--- src/rtl/sync_fifo.sv ---
// rtl/sync_fifo.sv - synchronous FIFO with registered or first-word-fall-through read port
module sync_fifo #(
  parameter int DATA_LEN = 8,
  parameter int FIFO_LEN = 16,
  parameter int AF_LEVEL = FIFO_LEN - 2,
  parameter int AE_LEVEL = 2,
  parameter int FWFT     = 0
) (
  input  logic                      i_clk,
  input  logic                      i_reset_n,
  input  logic                      i_clear,
  input  logic                      i_write,
  input  logic [DATA_LEN-1:0]       i_data,
  input  logic                      i_read,
  output logic [DATA_LEN-1:0]       o_data,
  output logic                      o_empty_n,
  output logic                      o_full,
  output logic                      o_almost_full,
  output logic                      o_almost_empty,
  output logic [$clog2(FIFO_LEN):0] o_count,
  output logic                      o_write_error,
  output logic                      o_read_error
);

  localparam int AW = $clog2(FIFO_LEN);
  localparam logic [AW:0] ONE      = (AW+1)'(1);
  localparam logic [AW:0] FULL_CNT = (AW+1)'(FIFO_LEN);
  localparam logic [AW:0] AF_CNT   = (AW+1)'(AF_LEVEL);
  localparam logic [AW:0] AE_CNT   = (AW+1)'(AE_LEVEL);

  logic [DATA_LEN-1:0] mem_q [FIFO_LEN];
  logic [AW:0]         wr_ptr_q, wr_ptr_d;
  logic [AW:0]         rd_ptr_q, rd_ptr_d;
  logic [AW:0]         count_q, count_d;
  logic                wr_err_q, wr_err_d;
  logic                rd_err_q, rd_err_d;
  logic                rd_ok, wr_ok, mem_we;

  // A read frees a slot in the same cycle, so a full FIFO still takes a paired write.
  always_comb begin
    rd_ok    = i_read && (count_q != '0);
    wr_ok    = i_write && ((count_q != FULL_CNT) || rd_ok);
    mem_we   = wr_ok && !i_clear;
    wr_ptr_d = wr_ptr_q;
    rd_ptr_d = rd_ptr_q;
    count_d  = count_q;
    wr_err_d = 1'b0;
    rd_err_d = 1'b0;
    if (i_clear) begin
      wr_ptr_d = '0;
      rd_ptr_d = '0;
      count_d  = '0;
    end else begin
      if (wr_ok) wr_ptr_d = wr_ptr_q + ONE;
      if (rd_ok) rd_ptr_d = rd_ptr_q + ONE;
      case ({wr_ok, rd_ok})
        2'b10:   count_d = count_q + ONE;
        2'b01:   count_d = count_q - ONE;
        default: count_d = count_q;
      endcase
      wr_err_d = i_write && !wr_ok;
      rd_err_d = i_read && !rd_ok;
    end
  end

  always_ff @(posedge i_clk or negedge i_reset_n) begin
    if (!i_reset_n) begin
      wr_ptr_q <= '0;
      rd_ptr_q <= '0;
      count_q  <= '0;
      wr_err_q <= 1'b0;
      rd_err_q <= 1'b0;
    end else begin
      wr_ptr_q <= wr_ptr_d;
      rd_ptr_q <= rd_ptr_d;
      count_q  <= count_d;
      wr_err_q <= wr_err_d;
      rd_err_q <= rd_err_d;
    end
  end

  // Storage is intentionally never reset; pointers alone define validity.
  always_ff @(posedge i_clk) begin
    if (mem_we) mem_q[wr_ptr_q[AW-1:0]] <= i_data;
  end

  generate
    if (FWFT == 0) begin : g_reg_read
      logic [DATA_LEN-1:0] data_q, data_d;

      always_comb begin
        data_d = data_q;
        if (i_clear)    data_d = '0;
        else if (rd_ok) data_d = mem_q[rd_ptr_q[AW-1:0]];
      end

      always_ff @(posedge i_clk or negedge i_reset_n) begin
        if (!i_reset_n) data_q <= '0;
        else            data_q <= data_d;
      end

      assign o_data = data_q;
    end else begin : g_fwft_read
      assign o_data = mem_q[rd_ptr_q[AW-1:0]];
    end
  endgenerate

  assign o_count        = count_q;
  assign o_empty_n      = (count_q != '0);
  assign o_full         = (count_q == FULL_CNT);
  assign o_almost_full  = (count_q >= AF_CNT);
  assign o_almost_empty = (count_q <= AE_CNT);
  assign o_write_error  = wr_err_q;
  assign o_read_error   = rd_err_q;

endmodule

--- config.mk ---
export PLATFORM = sky130hd
export DESIGN_NAME = sync_fifo
export DESIGN_NICKNAME = d
export VERILOG_FILES = /design/src/rtl/sync_fifo.sv
export SDC_FILE = /design/constraint.sdc
export NUM_CORES = 1
export LEC_CHECK = 0
export CORE_ASPECT_RATIO = 1.25
export CORE_MARGIN = 2
export CORE_UTILIZATION = 32
export DETAILED_ROUTE_END_ITERATION = 10
export GPL_TIMING_DRIVEN = 0
export SLEW_MARGIN = 20
export SYNTH_ARGS = -nofsm -noshare
export SYNTH_HDL_FRONTEND = slang
export SYNTH_SLANG_ARGS = --single-unit
export TNS_END_PERCENT = 50
--- constraint.sdc ---
create_clock -name i_clk -period 2.61 [get_ports i_clk]
set_input_delay 0.783 -clock i_clk [delete_from_list [all_inputs] [get_ports i_clk]]
set_output_delay 0.783 -clock i_clk [all_outputs]
set_load 0.03 [all_outputs]
-- Word-level counts from Yosys, hierarchy flattened
Memories as Yosys holds them, arrays and structs flattened.
Cells that the tools add are included.
Widths: inputs -> output; s select.
- multiplexer cells: 12
- $lt $le $gt $ge: 2
- add/subtract/negate cells: 4
- reduce and logical (&&, ||, !) cells: 13
- equal/unequal tests: 4
- operator list (operator ; count):
    $mux 5 ; 5
    $mux 8 ; 2
    $add 5x1->5 const B ; 3
    $pmux 5 s2 ; 1
    $eq 5x5->1 const B ; 1
    $ge 5x4->1 const B ; 1
    $le 5x2->1 const B ; 1
    $logic_and 1x1->1 ; 5
    $ne 5x5->1 const B ; 1
    $reduce_bool 5->1 ; 1
    $sub 5x1->5 const B ; 1
    $mux 1 ; 4
    $reduce_bool 2->1 ; 2
    $logic_not 1->1 ; 3
    $reduce_bool 3->1 ; 1
    $eq 2x1->1 const B ; 1
    $eq 2x2->1 const B ; 1
    $logic_or 1x1->1 ; 1
- register bits after elaboration: 25
- memory bits (writable): 128
- output and inout port bits: 19
- memories: 1
- input bits: 13
- word-level logic and storage cells: 42
- memories (name ; depth ; width ; read ports ; clocked after Yosys merged registers in ; write ports ; RTL line ; source):
    mem_q ; 16 ; 8 ; 1 ; 0 ; 1 ; 31 ; logic [DATA_LEN-1:0] mem_q [FIFO_LEN];

-- Logic depth before layout (Yosys ltp)
Gate-level depths: netlist of run 1.
- depth after elaboration: 7
- gate-level depth with buffers: 11
- mapped depth without buffers: 9

-- Worst setup path before layout of run 1
No wires, ideal clock.
- path kind: register -> register
- from: register count_q[3] (netlist: o_count[3])
- to: register count_q[4] (netlist: o_count[4])
- arrival: 2694 ps
- path slack: -188 ps
- setup time: 104 ps
- path buffers: 2
- data required time: 2506 ps
- stages on the path, launching flop included: 12
- period minus slack after synthesis: 2798 ps
- cell sequence: dfrtp_1 -> or3_1 -> buf_2 -> o21a_1 -> buf_6 -> nand2b_4 -> inv_2 -> ha_1 -> nand2b_1 -> a21oi_1 -> mux2_2 -> a221oi_1
- longest elaborated chain between the ends: 7
- elaborated cells between the ends (all ways): 12
- those cells by class: add/sub (2); eq/ne (3); mux (2); reduce/logical (5)
- ends and longest elaborated chain (what ; RTL line ; source):
    start: declaration ; 34 ; logic [AW:0] count_q, count_d;
    start signal: assignment ; 76 ; count_q <= count_d;
    $reduce_bool 5->1 ; 41 ; rd_ok = i_read && (count_q != '0);
    $logic_and 1x1->1 ; 41 ;
    $logic_or 1x1->1 ; 42 ; wr_ok = i_write && ((count_q != FULL_CNT) || rd_ok);
    $logic_and 1x1->1 ; 42 ;
    $eq 2x1->1 / $eq 2x2->1 (equally long branches) ; 56 ; case ({wr_ok, rd_ok})
    $pmux 5 s2 ; 56 ;
    $mux 5 ; 49 ; if (i_clear) begin
Parallel ways exist; a longest one is shown, timed or not.
A chain may end at the register's enable or synchronous reset.

-- Final worst setup path of run 1
- from: register count_q[1] (netlist: o_count[1])
- to: output port o_full
- longest elaborated chain between the ends: 1
- ends and longest elaborated chain (what ; RTL line ; source):
    $eq 5x5->1 ; 110 ; assign o_full = (count_q == FULL_CNT);
    end: declaration ; 17 ; output logic o_full,
Every way passes these cells.

==> metrics.txt, run 1 <==
Setup CP Type flop to output port; crit path from o_count[1]; Seq pwr share 40.3%; Synth top cells by count edfxtp_1, mux2i_1, nor2_1; clock slew at reported path FFs 0.06 ns; CTS Sinks 151; Mapped Nets 432; Worst Skew 0.01784 ns; Rel. slew slack 48.20%; GPL Wtd Cong 0.9352; Hold Fails Final Rpt 0; asr flop ratio synth 15.23%; power per cell area 906.0 nW/um^2; layout cells sized above 1 20.25%; post-DR vias/cell 4.934; pin count of the biggest net entering global routing 24; Pwr Total 7.041 mW; hold crit path type input port to async pin; Synth Area per Inst 15.37 sq um; CP endpoint kind output port; share of the synthesized area in the top cell type 61.00%; crit-path cells or4_1, buf_6, nor2_2, buf_6; synth top area cells edfxtp_1, mux2i_1, dfrtp_1; antenna-violating nets left 0; Root Buffer clkbuf_16; status completed; die area 20840 sq um; Setup TNS Final 0 ns; post-route cell area 7771 sq um; grt total ovfl 0; Worst path slowest cell or4_1; crit path time final 2.601 ns; FF/Latch Area 4424 sq um; Layout Utilization 40.06%; most numerous cell in the Yosys netlist edfxtp_1; met3 WL 590 microns; CTS tree built; Crit Path Max Fanout 9; Peak VDD IR 0.0004768 V; Most common cell on crit path buf_6; Clock Power Share 33.1%; Worst-Skew Late Latency 0.42 ns; die width 129.5 microns; DR WL/cell 18.79 microns; hold buffers post-CTS 0; Slew @ Worst Pin 0.7771 ns; I/O pin total 32; CTS buffer count 17; global-route wire length before repair 20760 microns; placed cell area 6985 sq um; P_leak 2.520 nW; Worst path max stage delay 0.57 ns; final wirelength 13980 microns; number of antenna violations at the first check in global routing 0; worst reg2reg startpoint o_count[4]; row count 57; hpwl dp 9563 microns; CTS H-Tree Depth 4; area leader, netlist edfxtp_1; Ys Warns 0; Die Ht 160.9 microns; FMAX 384.4 MHz; RSZ-0062 raised after global routing yes; cell count after synthesis 410; drt initial violations 332; vias in the first global route 3645; Post-synth EDFFs 128; WP data required 1.83 ns; DRC viols 0; met1 WL 5926 microns; Core Footprint 19400 sq um; switch share 31.04%; Met2 Routed Length 7223 microns; post-synthesis sequential area ratio 70.14%; internal power 4.855 mW; most common flop cell mapped by yosys edfxtp_1; r2r setup slk 0.08 ns; CTS Buffer Depth 2; multi-input logic area 1909 sq um; Max-Cap Viols 0; startpoint types flop; nets 488; Worst Hold Margin 0.3279 ns; setup violators final 0; post-synth cell types 45; Crit path arrival time 1.82 ns; TritonRoute pass-1 iters 5; Final Max Tran Viols 0; reg2reg path depth 10; Starting Density 32.48%; number of diodes 0; Area growth syn-to-layout 23.33%; net switching power 2.186 mW; # port buffers 30; Global Route Usage Sum 13.63%; fill cell total of the finished layout 1817; Tcrit/Tclk final 99.67%; synthesized cell area 6301 sq um; flops & latches, synth 151; Logic pwr share 26.6%; total number of vias 3671; uppermost routed layer met4; RR Endpoint o_count[4]
==> metal layers <==
metal  vias to the layer above  global-route usage (%)
li1                       1699                       -
met1                      1852                   16.79
met2                       108                   23.18
met3                        12                   3.165
met4                         0                   5.181
met5                         -                       0
==> worst max path at each step <==
| stage | endpoint | slack, ns |
|---|---|---|
| after floorplan | o_count[4] | 0.02 |
| after global placement | mem_q[2][5] | -1.03 |
| after detailed placement | o_count[4] | -0.77 |
| after CTS | mem_q[7][3] | -0.19 |
| after global routing | o_full | -0.07 |
| final | o_full | 0.009 |
==> final cells by class <==
cell class              instances  area share (%)
inverters                       7          0.3703
clock buffers                  17           5.474
clock inverters                15           1.852
plain buffers                  23           1.513
repair buffers                 38           5.023
flip-flops and latches        151           56.93
well taps                     265           4.267
multi-input cells             228           24.57
==> flip-flops by register name, indices dropped and copies added (netlist names) <==
name / cells
mem_q: 128
o_data: 8
o_count: 5
rd_ptr_q: 4
wr_ptr_q: 4
o_read_error: 1
o_write_error: 1
==> logic make-up after synthesis <==
kind of cell / count (synthesis) / synth area share [%]
muxes: 71 / 11.76
AOI/OAI and AO/OA: 56 / 6.116
adders and majority gates: 9 / 1.906
DFF: 151 / 70.14
and+or+nand+nor: 85 / 6.890
xor gates and xnor gates: 7 / 0.9730
buffers and inverters: 31 / 2.224
==> metrics by stage <==
step                setup slack (ns)  std cells
floorplan                    0.01682        410
global placement              -1.027        705
detailed placement           -0.7663        705
CTS                          -0.1919        743
global route                -0.06823        744
finish                      0.008598        744
==> power groups by stage <==
| stage | sequential [mW] | combinational (mW) | clock [mW] |
|---|---|---|---|
| final | 2.84 | 1.87 | 2.33 |
| after global placement | 2.90 | 1.72 | 0 |
| after detailed placement | 2.90 | 1.76 | 0 |
| after global routing | 2.86 | 2.02 | 2.47 |
| after CTS | 2.84 | 1.83 | 2.37 |
| after floorplan | 3.03 | 1.05 | 0 |
==> cells in the final DEF (no fill, tap or decap), types with 3 or more instances in the layout <==
cell type / netlist / layout
a211oi_1: 7 / 7
a21oi_1: 5 / 4
buf_12: 0 / 3
buf_2: 10 / 10
buf_4: 1 / 7
buf_6: 1 / 3
clkbuf_1: 11 / 9
clkbuf_16: 0 / 17
clkdlybuf4s50_1: 0 / 24
clkinvlp_4: 0 / 3
dfrtp_1: 23 / 19
dfrtp_2: 0 / 4
edfxtp_1: 128 / 128
ha_1: 8 / 7
inv_1: 6 / 6
inv_6: 0 / 3
inv_8: 0 / 3
mux2i_1: 65 / 64
nand2_1: 7 / 7
nand2b_1: 8 / 8
nand3_1: 4 / 4
nand3b_1: 3 / 3
nor2_1: 36 / 22
nor2_2: 0 / 5
nor2_4: 0 / 9
nor3_4: 0 / 4
nor4_1: 8 / 8
o211ai_1: 5 / 5
o22ai_1: 29 / 29
or3b_2: 3 / 3
xor2_1: 5 / 5
==> what timing repair did <==
| item | in CTS | in global routing |
|---|---|---|
| gates resized for setup | 35 | 22 |
| buffers inserted | 7 | 1 |
| endpoints found under the setup margin | 132 | 133 |
| pin swaps | 4 | 1 |
==> worst max-delay path: cells and delay by family (launching register included) <==
family | cells | cell delay [ns]
AND/OR/NAND/NOR | 2 | 0.66
buffers and inverters | 2 | 0.29
flip-flops | 1 | 0.46
(Power assumes the default switching activity.)
==> inputs of run 2 (changes only) <==
clock period = 2.2 ns   (was 2.61 ns; I/O delays follow)
==> metrics.txt, run 2 (same netlist as run 1, synthesis figures left out) <==
Worst Skew 0.005901 ns (was 0.01784 ns); M1 GR Usage 16.80% (was 16.79%); CTS tree built (unchanged); global-route wire length before repair 21660 microns (was 20760 microns); multi-input logic area 2105 sq um (was 1909 sq um); Die Ht 160.9 microns (unchanged); Crit path arrival time 2.74 ns (was 1.82 ns); CTS buffer count 17 (unchanged); worst slack at placement -1.343 ns (was -0.7663 ns); net switching power 2.712 mW (was 2.186 mW); post-route cell area 8210 sq um (was 7771 sq um); Starting Density 32.48% (unchanged); Peak VDD IR 0.0005561 V (was 0.0004768 V); TritonRoute pass-1 iters 5 (unchanged); Slew @ Worst Pin 0.7337 ns (was 0.7771 ns); die area 20840 sq um (unchanged); FMAX 413.1 MHz; fin cells 767 (was 744); Pwr Total 8.750 mW (was 7.041 mW); worst setup margin -0.2210 ns (was 0.008598 ns); CTS H-Tree Depth 4 (unchanged); CTS Buffer Depth 2 (unchanged); Inst Count DP 705 (unchanged); placed cell area 6975 sq um (was 6985 sq um); max FFs per register 128 (unchanged); number of antenna violations at the first check in global routing 0 (unchanged); GR Util met3 3.997% (was 3.165%); internal power 6.037 mW (was 4.855 mW); row count 57 (unchanged); hold crit path type input port to async pin (unchanged); Logic pwr share 31.3% (was 26.6%); Seq pwr share 38.5% (was 40.3%); RSZ-0062 raised after global routing yes (unchanged); fill cell total of the finished layout 1723 (was 1817); Core Footprint 19400 sq um (unchanged); final wirelength 14470 microns (was 13980 microns); r2r setup slk -0.22 ns (was 0.08 ns); clock slew at reported path FFs 0.06 ns (about the same); nets 512 (was 488); FF/Latch Area 4425 sq um (was 4424 sq um); pin count of the biggest net entering global routing 24 (unchanged); number of diodes 0 (unchanged); Hold Fails Final Rpt 0 (unchanged); Crit Path Max Fanout 4 (was 9); CTS Sinks 151 (unchanged); power per cell area 1066 nW/um^2 (was 906.0 nW/um^2); post-DR vias/cell 4.881 (was 4.934); CP endpoint kind flop (was output port); switch share 31.00% (was 31.04%); setup violators final 30 (was 0); crit path time final 2.421 ns; status complete, but fails checks (was completed); # port buffers 30 (unchanged); I/O pin total 32 (unchanged); vias in the first global route 3825 (was 3645); antenna-violating nets left 0 (unchanged); most used routing layer met2 (unchanged); Clock Power Share 30.2% (was 33.1%); DRC viols 0 (unchanged); grt total ovfl 0 (unchanged); failing checks setup timing; commonest non-fill, non-tap cell in the layout edfxtp_1 (unchanged); hpwl dp 9528 microns (was 9563 microns); Root Buffer clkbuf_16 (unchanged); layout cells sized above 1 27.49% (was 20.25%); Worst-Skew Late Latency 0.42 ns (about the same); Tcrit/Tclk final 110.0%; most frequent cells in the layout edfxtp_1, mux2i_1, o22ai_1, buf_4, nor2_1 (was edfxtp_1, mux2i_1, o22ai_1, clkdlybuf4s50_1, nor2_1); DR WL/cell 18.86 microns (was 18.79 microns); P_leak 2.690 nW (was 2.520 nW); Global Route Usage Sum 14.16% (was 13.63%); met2 Track Usage GR 23.40% (was 23.18%); drt initial violations 232 (was 332); startpoint types flop (unchanged); Setup CP Type flop to flop (was flop to output port); Area growth syn-to-layout 30.30% (was 23.33%); total number of vias 3744 (was 3671); WP data required 2.52 ns (was 1.83 ns); Rel. slew slack 50.94% (was 48.20%); GPL Wtd Cong 0.8133 (was 0.9352); die width 129.5 microns (unchanged); Max-Cap Viols 0 (unchanged); Final Max Tran Viols 0 (unchanged)
-- run 2: critical path: stages, from the launching register on --
cell	delay [ns]
dfrtp_2	0.42
or3_4	0.40
o21a_4	0.25
nand2b_4	0.09
inv_6	0.05
ha_4	0.28
nand2b_4	0.06
a21oi_4	0.21
mux2_4	0.33
a221oi_2	0.23
-- run 2: path summary, 6_finish.rpt --
path                       startpoint          to  cells after the start
setup / recovery           o_count[3]  o_count[4]                      9
hold / removal              i_reset_n   o_data[2]                      1
setup reg to reg           o_count[3]  o_count[4]                      9
hold reg to reg             o_data[5]   o_data[5]                      2
max in group asynchronous   i_reset_n  o_count[0]                      1
min in group i_clk          o_data[5]   o_data[5]                      2
-- run 2: layout make-up --
type,instances,share of cell area (%)
multi-input cells,228,25.63
plain buffers,21,1.372
well taps,265,4.038
inverters,7,0.3810
clock inverters,11,1.265
flip-flops and latches,151,53.90
repair buffers,64,8.092
clock buffers,20,5.319
-- run 2: routing by layer --
| metal | wire length [microns] | part of all wire, % | vias to the layer above |
|---|---|---|---|
| met3 | 608 | 4.2 | 22 |
| met1 | 5987 | 41 | 1880 |
| met5 | 0 | 0 | - |
| met2 | 7436 | 51 | 105 |
| li1 | - | - | 1737 |
| met4 | 435 | 3.0 | 0 |
-- run 2: repair_timing --
item | in CTS | in global routing
setup buffers | 23 | 13
resized for setup | 81 | 33
hold endpoints to repair | 0 | 0
gates cloned | 0 | 0
endpoints found under the setup margin | 143 | 144
pin swaps | 13 | 12
hold buffers | 0 | 0
-- run 2: per-stage QoR --
stage / hold WS (ns) / setup TNS [ns] / utilization, %
CTS: 0.5771 / -1.130 / 41.08
floorplan: 0.3644 / -3.863 / -
global placement: 0.5704 / -123.16 / 35.96
detailed placement: 0.5689 / -134.36 / 35.96
finish: 0.2202 / -1.173 / 42.32
global route: 0.2321 / -2.279 / 42.32
-- run 2: power by group through the flow --
stage / Sequential, mW / Combinational [mW] / Clock [mW]
final: 3.37 / 2.74 / 2.64
after global routing: 3.38 / 2.92 / 2.82
after CTS: 3.37 / 2.50 / 2.69
after detailed placement: 3.45 / 2.12 / 0
after global placement: 3.44 / 2.08 / 0
after floorplan: 3.59 / 1.25 / 0
==> inputs of run 3 (changes only) <==
HOLD_SLACK_MARGIN = 0.02   (was unset)
==> results of run 3 <==
No change in the layout: final DEF, timing and power equal those of run 2.
